$ cat src/rtl/seq_cla_pkg.sv
// seq_cla_pkg: shared FSM state and result-flag types for the sequential add/sub unit
package seq_cla_pkg;
  typedef enum logic [1:0] {IDLE, RUN, DONE} state_t;
  typedef struct packed {
    logic cout;
    logic ovf;
    logic zero;
    logic neg;
  } flags_t;
endpackage

$ cat src/rtl/cla_slice.sv
// cla_slice: combinational SLICE-bit carry-lookahead adder (a,b,cin in; sum,cout,c_msb out)
module cla_slice #(
  parameter int SLICE = 4
) (
  input  logic [SLICE-1:0] a,
  input  logic [SLICE-1:0] b,
  input  logic             cin,
  output logic [SLICE-1:0] sum,
  output logic             cout,
  output logic             c_msb
);
  logic [SLICE-1:0] g, p;
  logic [SLICE:0] c;
  logic gg, pp;
  assign g = a & b;
  assign p = a ^ b;
  always_comb begin
    c = '0;
    gg = 1'b0;
    pp = 1'b1;
    c[0] = cin;
    for (int i = 0; i < SLICE; i++) begin
      gg = 1'b0;
      pp = 1'b1;
      for (int j = i; j >= 0; j--) begin
        gg = gg | (g[j] & pp);
        pp = pp & p[j];
      end
      c[i+1] = gg | (pp & cin);
    end
  end
  assign sum = p ^ c[SLICE-1:0];
  assign cout = c[SLICE];
  assign c_msb = c[SLICE-1];
endmodule

$ cat src/rtl/seq_cla_addsub.sv
// seq_cla_addsub: slice-per-cycle CLA add/sub with valid/ready (a,b,op_sub in; result,cout,ovf,zero,neg out)
module seq_cla_addsub
  import seq_cla_pkg::*;
#(
  parameter int WIDTH = 8,
  parameter int SLICE = 4
) (
  input  logic             clk,
  input  logic             rst_n,
  input  logic             in_valid,
  output logic             in_ready,
  input  logic [WIDTH-1:0] a,
  input  logic [WIDTH-1:0] b,
  input  logic             op_sub,
  output logic             out_valid,
  input  logic             out_ready,
  output logic [WIDTH-1:0] result,
  output logic             cout,
  output logic             ovf,
  output logic             zero,
  output logic             neg
);
  localparam int NSLICE = WIDTH / SLICE;
  localparam int CW = NSLICE > 1 ? $clog2(NSLICE) : 1;
  state_t state;
  flags_t flg;
  logic [WIDTH-1:0] opa, opb, res_q, res_d;
  logic [CW-1:0] cnt;
  logic carry, last;
  logic [SLICE-1:0] s_sum;
  logic s_cout, s_cmsb;
  cla_slice #(.SLICE(SLICE)) u_slice (
    .a(opa[cnt*SLICE +: SLICE]),
    .b(opb[cnt*SLICE +: SLICE]),
    .cin(carry),
    .sum(s_sum),
    .cout(s_cout),
    .c_msb(s_cmsb)
  );
  assign last = cnt == CW'(NSLICE - 1);
  always_comb begin
    res_d = res_q;
    res_d[cnt*SLICE +: SLICE] = s_sum;
  end
  always_ff @(posedge clk) begin
    if (!rst_n) begin
      state <= IDLE;
      opa <= '0;
      opb <= '0;
      carry <= 1'b0;
      cnt <= '0;
      res_q <= '0;
      flg <= '0;
    end else begin
      case (state)
        IDLE: if (in_valid) begin
          opa <= a;
          opb <= op_sub ? ~b : b;
          carry <= op_sub;
          cnt <= '0;
          state <= RUN;
        end
        RUN: begin
          res_q <= res_d;
          carry <= s_cout;
          cnt <= last ? '0 : cnt + 1'b1;
          if (last) begin
            flg <= '{cout: s_cout, ovf: s_cout ^ s_cmsb, zero: res_d == '0, neg: res_d[WIDTH-1]};
            state <= DONE;
          end
        end
        DONE: if (out_ready) state <= IDLE;
        default: state <= IDLE;
      endcase
    end
  end
  assign in_ready = state == IDLE;
  assign out_valid = state == DONE;
  assign result = res_q;
  assign {cout, ovf, zero, neg} = flg;
endmodule

$ cat config.mk
export PLATFORM = sky130hd
export DESIGN_NAME = seq_cla_addsub
export DESIGN_NICKNAME = d
export VERILOG_FILES = /design/src/rtl/seq_cla_pkg.sv /design/src/rtl/cla_slice.sv /design/src/rtl/seq_cla_addsub.sv
export SDC_FILE = /design/constraint.sdc
export NUM_CORES = 1
export LEC_CHECK = 0
export CORE_MARGIN = 1.5
export CORE_UTILIZATION = 26
export CTS_CLUSTER_SIZE = 28
export DETAILED_ROUTE_END_ITERATION = 7
export GPL_ROUTABILITY_DRIVEN = 0
export PLACE_DENSITY = 0.49
export SLEW_MARGIN = 20
export SYNTH_ARGS = -nofsm -noshare
export SYNTH_HDL_FRONTEND = slang
export SYNTH_SLANG_ARGS = --single-unit
$ cat constraint.sdc
create_clock -name clk -period 2.9 [get_ports clk]
set_input_delay 0.58 -clock clk [delete_from_list [all_inputs] [get_ports clk]]
set_output_delay 0.58 -clock clk [all_outputs]
set_load 0.02 [all_outputs]
==> impl_metrics.json, run 1 <==
{
  "pre_cts_ws_ps": 581,
  "grt_max_degree": 35,
  "period_minus_slack_ps": 2300,
  "synthAdderAreaFrac": 0.0448,
  "synth-async-reset-ratio": 0,
  "dp_hpwl_um": 2530,
  "status": "finished, final reports clean",
  "grt_pass1_vias": 1249,
  "cts.clk_slew.worst_paths_ps": 60,
  "cts_resized": 0,
  "leakagePower_uw": 0.000878,
  "synth_compound_area_frac": 0.217,
  "ios": 35,
  "yosys_most_used_dff": "dfxtp_1",
  "drt-total-wl_um": 3520,
  "critical_path_buf_inv_count": 0,
  "synth_area_um2": 1560,
  "clockRootBuffer": "clkbuf_8",
  "areaGrowthSynthToFinish_pct": 31.9,
  "synth-seq-cells": 32,
  "ys_warn_count": 0,
  "tritoncts": "yes",
  "dieArea_um2": 6480,
  "n_antenna_cell": 0,
  "relSlewSlack": 0.659,
  "h-tree-depth": 2,
  "clock-sinks": 32,
  "track_usage": 0.120,
  "path_class": "flop to flop",
  "start_util": 0.267,
  "min_path_type": "flop to flop",
  "muxShareOfSynthArea": 0.0576,
  "grt_first_pass_wirelength_um": 6040,
  "drv_cap": 0,
  "ctsLongestPathBuffers": 2,
  "worstSetupEndpointType": "flop",
  "port_buffers": 34,
  "num_rows": 28,
  "whs_ps": 459,
  "finalInstanceArea_um2": 2060,
  "synth_area_per_cell_um2": 9.19,
  "crit_fanout": 8,
  "routedWlPerCell_um": 12.6,
  "insertion_delay_ps": 280,
  "postSynthCellCount": 170,
  "layout_commonest_cell": "nand2_1",
  "drive_gt1_frac": 0.0878,
  "fmax_mhz": 434,
  "drt_iter0_drc": 62,
  "die_w_um": 80.5,
  "synthesis.nets": 196,
  "synth_top_family_by_area": "compound AO/OA/AOI/OAI gates",
  "holdPathStages": 2,
  "slowest_delay_ps": 520,
  "cts_setup_buffers": 0,
  "yosysUniqueCellTypes": 36,
  "clock_skew_ps": 5.18,
  "rsz0062_at_grt": "no",
  "dp.cells": 272,
  "overflow": 0,
  "fin_cells": 280,
  "crit_cells": 6,
  "power_density_nw_per_um2": 508,
  "finalMaxSlewViolations": 0,
  "coreArea_um2": 5850,
  "drt-pass1-iter-count": 4,
  "hold_buffers": 0,
  "final_cell_mix": "36 x nand2_1, 34 x clkdlybuf4s50_1, 32 x dfxtp_1",
  "drtAntennaViolNets": 0,
  "crit_slowest_cell": "dfxtp_1",
  "worstMarginPinSlew_ps": 510,
  "setup_violations": 0,
  "min_period_over_period": 0.794,
  "reg2regPathDepth": 6,
  "path_cells": "mux2_2, ha_1, a21o_1, o211a_1, a211o_1, a32o_1",
  "vias": 1290,
  "ir_drop_v": 0.000167,
  "cts_buffers": 5,
  "yosys.area_share.xor_xnor": 0.0504,
  "die_y_um": 80.5,
  "viasPerCell": 4.61,
  "drc": 0,
  "fin_tns_setup_ps": 0,
  "seq_area_frac_synth": 0.410,
  "timing.final.ws_setup_ps": 598,
  "dpl_cell_area_um2": 1970,
  "fill_cells": 632,
  "worst_ep_arrival_time_ps": 2480,
  "antenna_found_initial": 0,
  "worstPathRequired_ps": 3070,
  "synth-simple-area-share": 0.190,
  "fin_nets": 230,
  "start_kind": "flop",
  "synth_edf_count": 0,
  "crit_family": "compound AO/OA/AOI/OAI gates",
  "hold_violations": 0
}
-- sequential cells by signal, summed over array words and instances (netlist names) --
| signal | count |
|---|---|
| ovf | 1 |
| result | 8 |
| opa | 8 |
| carry | 1 |
| cout | 1 |
| cnt | 1 |
| neg | 1 |
| opb | 8 |
| zero | 1 |
| state | 2 |
-- stage by stage --
stage                     total power, uW  utilization
after detailed placement              715        0.337
after floorplan                       635            -
after global placement                716        0.337
after global routing                 1110        0.352
final                                1050        0.352
after CTS                            1070        0.352
-- synth_stat cells (all sizes together), types with 3 or more instances --
cell    number  area [um2]
mux2         8        90.1
xnor2        9        78.8
nand3        5        25.0
o211a       11         110
ha           4        50.1
a21oi        3        15.0
buf          6        32.5
o21ai        8        40.0
clkbuf       4        15.0
nand2       36         135
dfxtp       32         641
nor2         3        11.3
a21boi      15         113
-- area by class of cell --
cell class | instances | area, um2 | area share
Clock buffer | 8 | 90.1 | 0.0437
Multi-Input combinational cell | 128 | 875 | 0.424
Sequential cell | 32 | 641 | 0.311
Tap cell | 75 | 93.8 | 0.0455
Timing Repair Buffer | 37 | 363 | 0.176
-- final timing paths --
| path | from | endpoint | slack [ps] |
|---|---|---|---|
| max reg2reg | cnt | zero | 600 |
| max | cnt | zero | 600 |
| min reg2reg | opa[4] | opa[4] | 460 |
| min | opa[4] | opa[4] | 460 |
-- routing by layer --
| metal | wire length [um] | up-vias | part of all wire | GRT usage |
|---|---|---|---|---|
| li1 | - | 667 | - | - |
| met1 | 1840 | 590 | 0.52 | 0.167 |
| met2 | 1470 | 29 | 0.42 | 0.180 |
| met3 | 172 | 4 | 0.049 | 0.0284 |
| met4 | 39 | 0 | 0.011 | 0.0414 |
| met5 | 0 | - | 0 | 0 |
-- report_power, final --
part	internal, uW	leakage, uW	switching (uW)	total, uW
clock	193	0.0000455	151	344
combinational	108	0.000570	104	212
sequential	470	0.000262	21.6	491
total	771	0.000878	277	1050
-- worst reg2reg max path, delay by kind of cell (launching register included) --
kind	cells	cell delay, ps
adder cells (fa/ha/maj)	1	340
flip-flops	1	520
multiplexers	1	390
AO/OA/AOI/OAI	4	950
-- cell families (layout without fill, tap and decap cells) --
family          count (synthesis)  in the layout
mux                             8              8
buf+inv                        10             45
xor+xnor                        9              9
fa+ha+maj                       5              5
compound gates                 44             44
flops                          32             32
simple gates                   62             62
Note: power is estimated with default switching activity, not from simulation.
==> run 2, diff against run 1 <==
- clock period: 2.9 -> 2.3 ns (I/O delays scaled with it)
==> run 2 against run 1 <==
  * Critical path depth is the same
  * Hold slack gained 4.0 ps
  * Sequential cell count is the same
  * Count of clock-buffer cells in the layout is the same
  * Die area is the same
  * Cell count grew 0.71%
  * Total power grew 28%
  * Clock skew is essentially flat
  * Sequential power grew 26%
  * Final area grew 1.4%
  * Clock power grew 28%
  * Wire length grew 1.1%
==> impl_metrics.json, run 2 (same netlist as run 1, synthesis figures left out) <==
{
  "n_antenna_cell": 0,
  "start_util": 0.267,
  "fmax_mhz": 463,
  "setup_violations": 0,
  "clockRootBuffer": "clkbuf_8",
  "dieArea_um2": 6480,
  "relSlewSlack": 0.731,
  "clock_skew_ps": 4.89,
  "ios": 35,
  "ir_drop_v": 0.000218,
  "grt_first_pass_wirelength_um": 6050,
  "switchingPower_uw": 359,
  "grt_max_degree": 35,
  "leakagePower_uw": 0.000892,
  "areaGrowthSynthToFinish_pct": 33.8,
  "grt_pass1_vias": 1260,
  "crit_slowest_cell": "dfxtp_2",
  "die_w_um": 80.5,
  "fin_nets": 232,
  "slowest_delay_ps": 410,
  "track_usage": 0.125,
  "min_path_type": "flop to flop",
  "vias": 1268,
  "min_period_over_period": 0.939,
  "p_total_uw": 1340,
  "period_minus_slack_ps": 2160,
  "reg2regPathDepth": 6,
  "port_buffers": 34,
  "drt_iter0_drc": 83,
  "die_y_um": 80.5,
  "path_class": "flop to flop",
  "worstMarginPinSlew_ps": 398,
  "holdPathStages": 2,
  "insertion_delay_ps": 280,
  "top_usage_layer": "met2",
  "status": "finished, final reports clean",
  "start_kind": "flop",
  "drt-total-wl_um": 3560,
  "power.internal_uw": 984,
  "power_density_nw_per_um2": 642,
  "switching_share": 0.267,
  "met1_usage": 0.174,
  "cts_buffers": 5,
  "seqPwrFrac": 0.461,
  "cts.clk_slew.worst_paths_ps": 70,
  "rsz0062_at_grt": "no",
  "viasPerCell": 4.50,
  "coreArea_um2": 5850,
  "dp_hpwl_um": 2590,
  "hold_violations": 0,
  "worstSetupEndpointType": "flop",
  "crit_cells": 6,
  "h-tree-depth": 2,
  "final_cell_mix": "36 x nand2_1, 34 x clkdlybuf4s50_1, 31 x dfxtp_1",
  "path_cells": "mux2_2, ha_1, and3_4, o211a_1, a211o_1, a32o_1",
  "drt-pass1-iter-count": 4,
  "finalMaxSlewViolations": 0,
  "grt_util_met3": 0.0386,
  "drc": 0,
  "cts_setup_buffers": 0,
  "drive_gt1_frac": 0.101,
  "num_rows": 28,
  "clkPwrFrac": 0.328,
  "drv_cap": 0,
  "overflow": 0,
  "clock-sinks": 32,
  "critical_path_buf_inv_count": 0,
  "antenna_found_initial": 0,
  "ctsLongestPathBuffers": 2,
  "use_met2": 0.181,
  "crit_family": "compound AO/OA/AOI/OAI gates",
  "worst_ep_arrival_time_ps": 2340,
  "routedWlPerCell_um": 12.6,
  "layout_commonest_cell": "nand2_1",
  "whs_ps": 463,
  "worstPathRequired_ps": 2480,
  "p_comb_frac": 0.210,
  "tritoncts": "yes",
  "crit_fanout": 7,
  "drtAntennaViolNets": 0,
  "fin_tns_setup_ps": 0
}
-- run 2: changes by cell type in the layout (fill, tap and decap cells not counted) --
cell     previous run  this run
buf_12              0         1
dfxtp_1            32        31
buf_4               3         4
dfxtp_2             0         1
-- run 2: cell type report --
| cell class | instances | area [um2] |
|---|---|---|
| clock buffer | 8 | 90.1 |
| timing repair buffer | 39 | 390 |
| sequential | 32 | 642 |
| tap | 75 | 93.8 |
| fill | 611 | 3760 |
| multi-input combinational | 128 | 875 |
-- run 2: routing by layer --
metal  vias up  share of wire
met5         -              0
met4         0          0.015
met3         6          0.043
met2        26           0.42
met1       568           0.52
li1        668              -
-- run 2: through the flow --
| step | util | std cells | worst slack [ps] | cell area, um2 |
|---|---|---|---|---|
| after floorplan | - | 170 | 106 | 1560 |
| after global placement | 0.342 | 274 | 110 | 2000 |
| after detailed placement | 0.342 | 274 | 43.3 | 2000 |
| after CTS | 0.357 | 282 | 41.1 | 2090 |
| after global routing | 0.357 | 282 | 34.8 | 2090 |
| final | 0.357 | 282 | 140 | 2090 |
-- run 2: path summary, 6_finish.rpt --
kind / from / to / slack [ps]
worst max-delay path: cnt / zero / 140
worst min-delay path: result[6] / result[6] / 460
worst max register to register: cnt / zero / 140
worst min register to register: result[6] / result[6] / 460
-- run 2: worst register-to-register path: stages, from the launching register on --
cell     delay, ps
dfxtp_2        410
mux2_2         360
ha_1           340
and3_4         200
o211a_1        240
a211o_1        290
a32o_1         220
-- run 2: what timing repair did --
action	CTS	global route
hold buffers	0	0
gates resized for setup	0	1
setup endpoints to repair	0	1
-- run 2: power groups by stage --
stage	logic [uW]	registers, uW	clock network [uW]
floorplan	167	633	0
global placement	283	634	0
detailed placement	284	631	0
CTS	286	619	452
global route	315	627	478
finish	283	620	441
==> run 3, diff against run 2 <==
==> constraint.sdc (replaced) <==
create_clock -name clk -period 2.3 [get_ports clk]
set_input_delay 0.345 -clock clk [delete_from_list [all_inputs] [get_ports clk]]
set_output_delay 0.345 -clock clk [all_outputs]
set_load 0.02 [all_outputs]
==> results of run 3 <==
The final DEF is identical to that of run 2; final timing and power are the same.
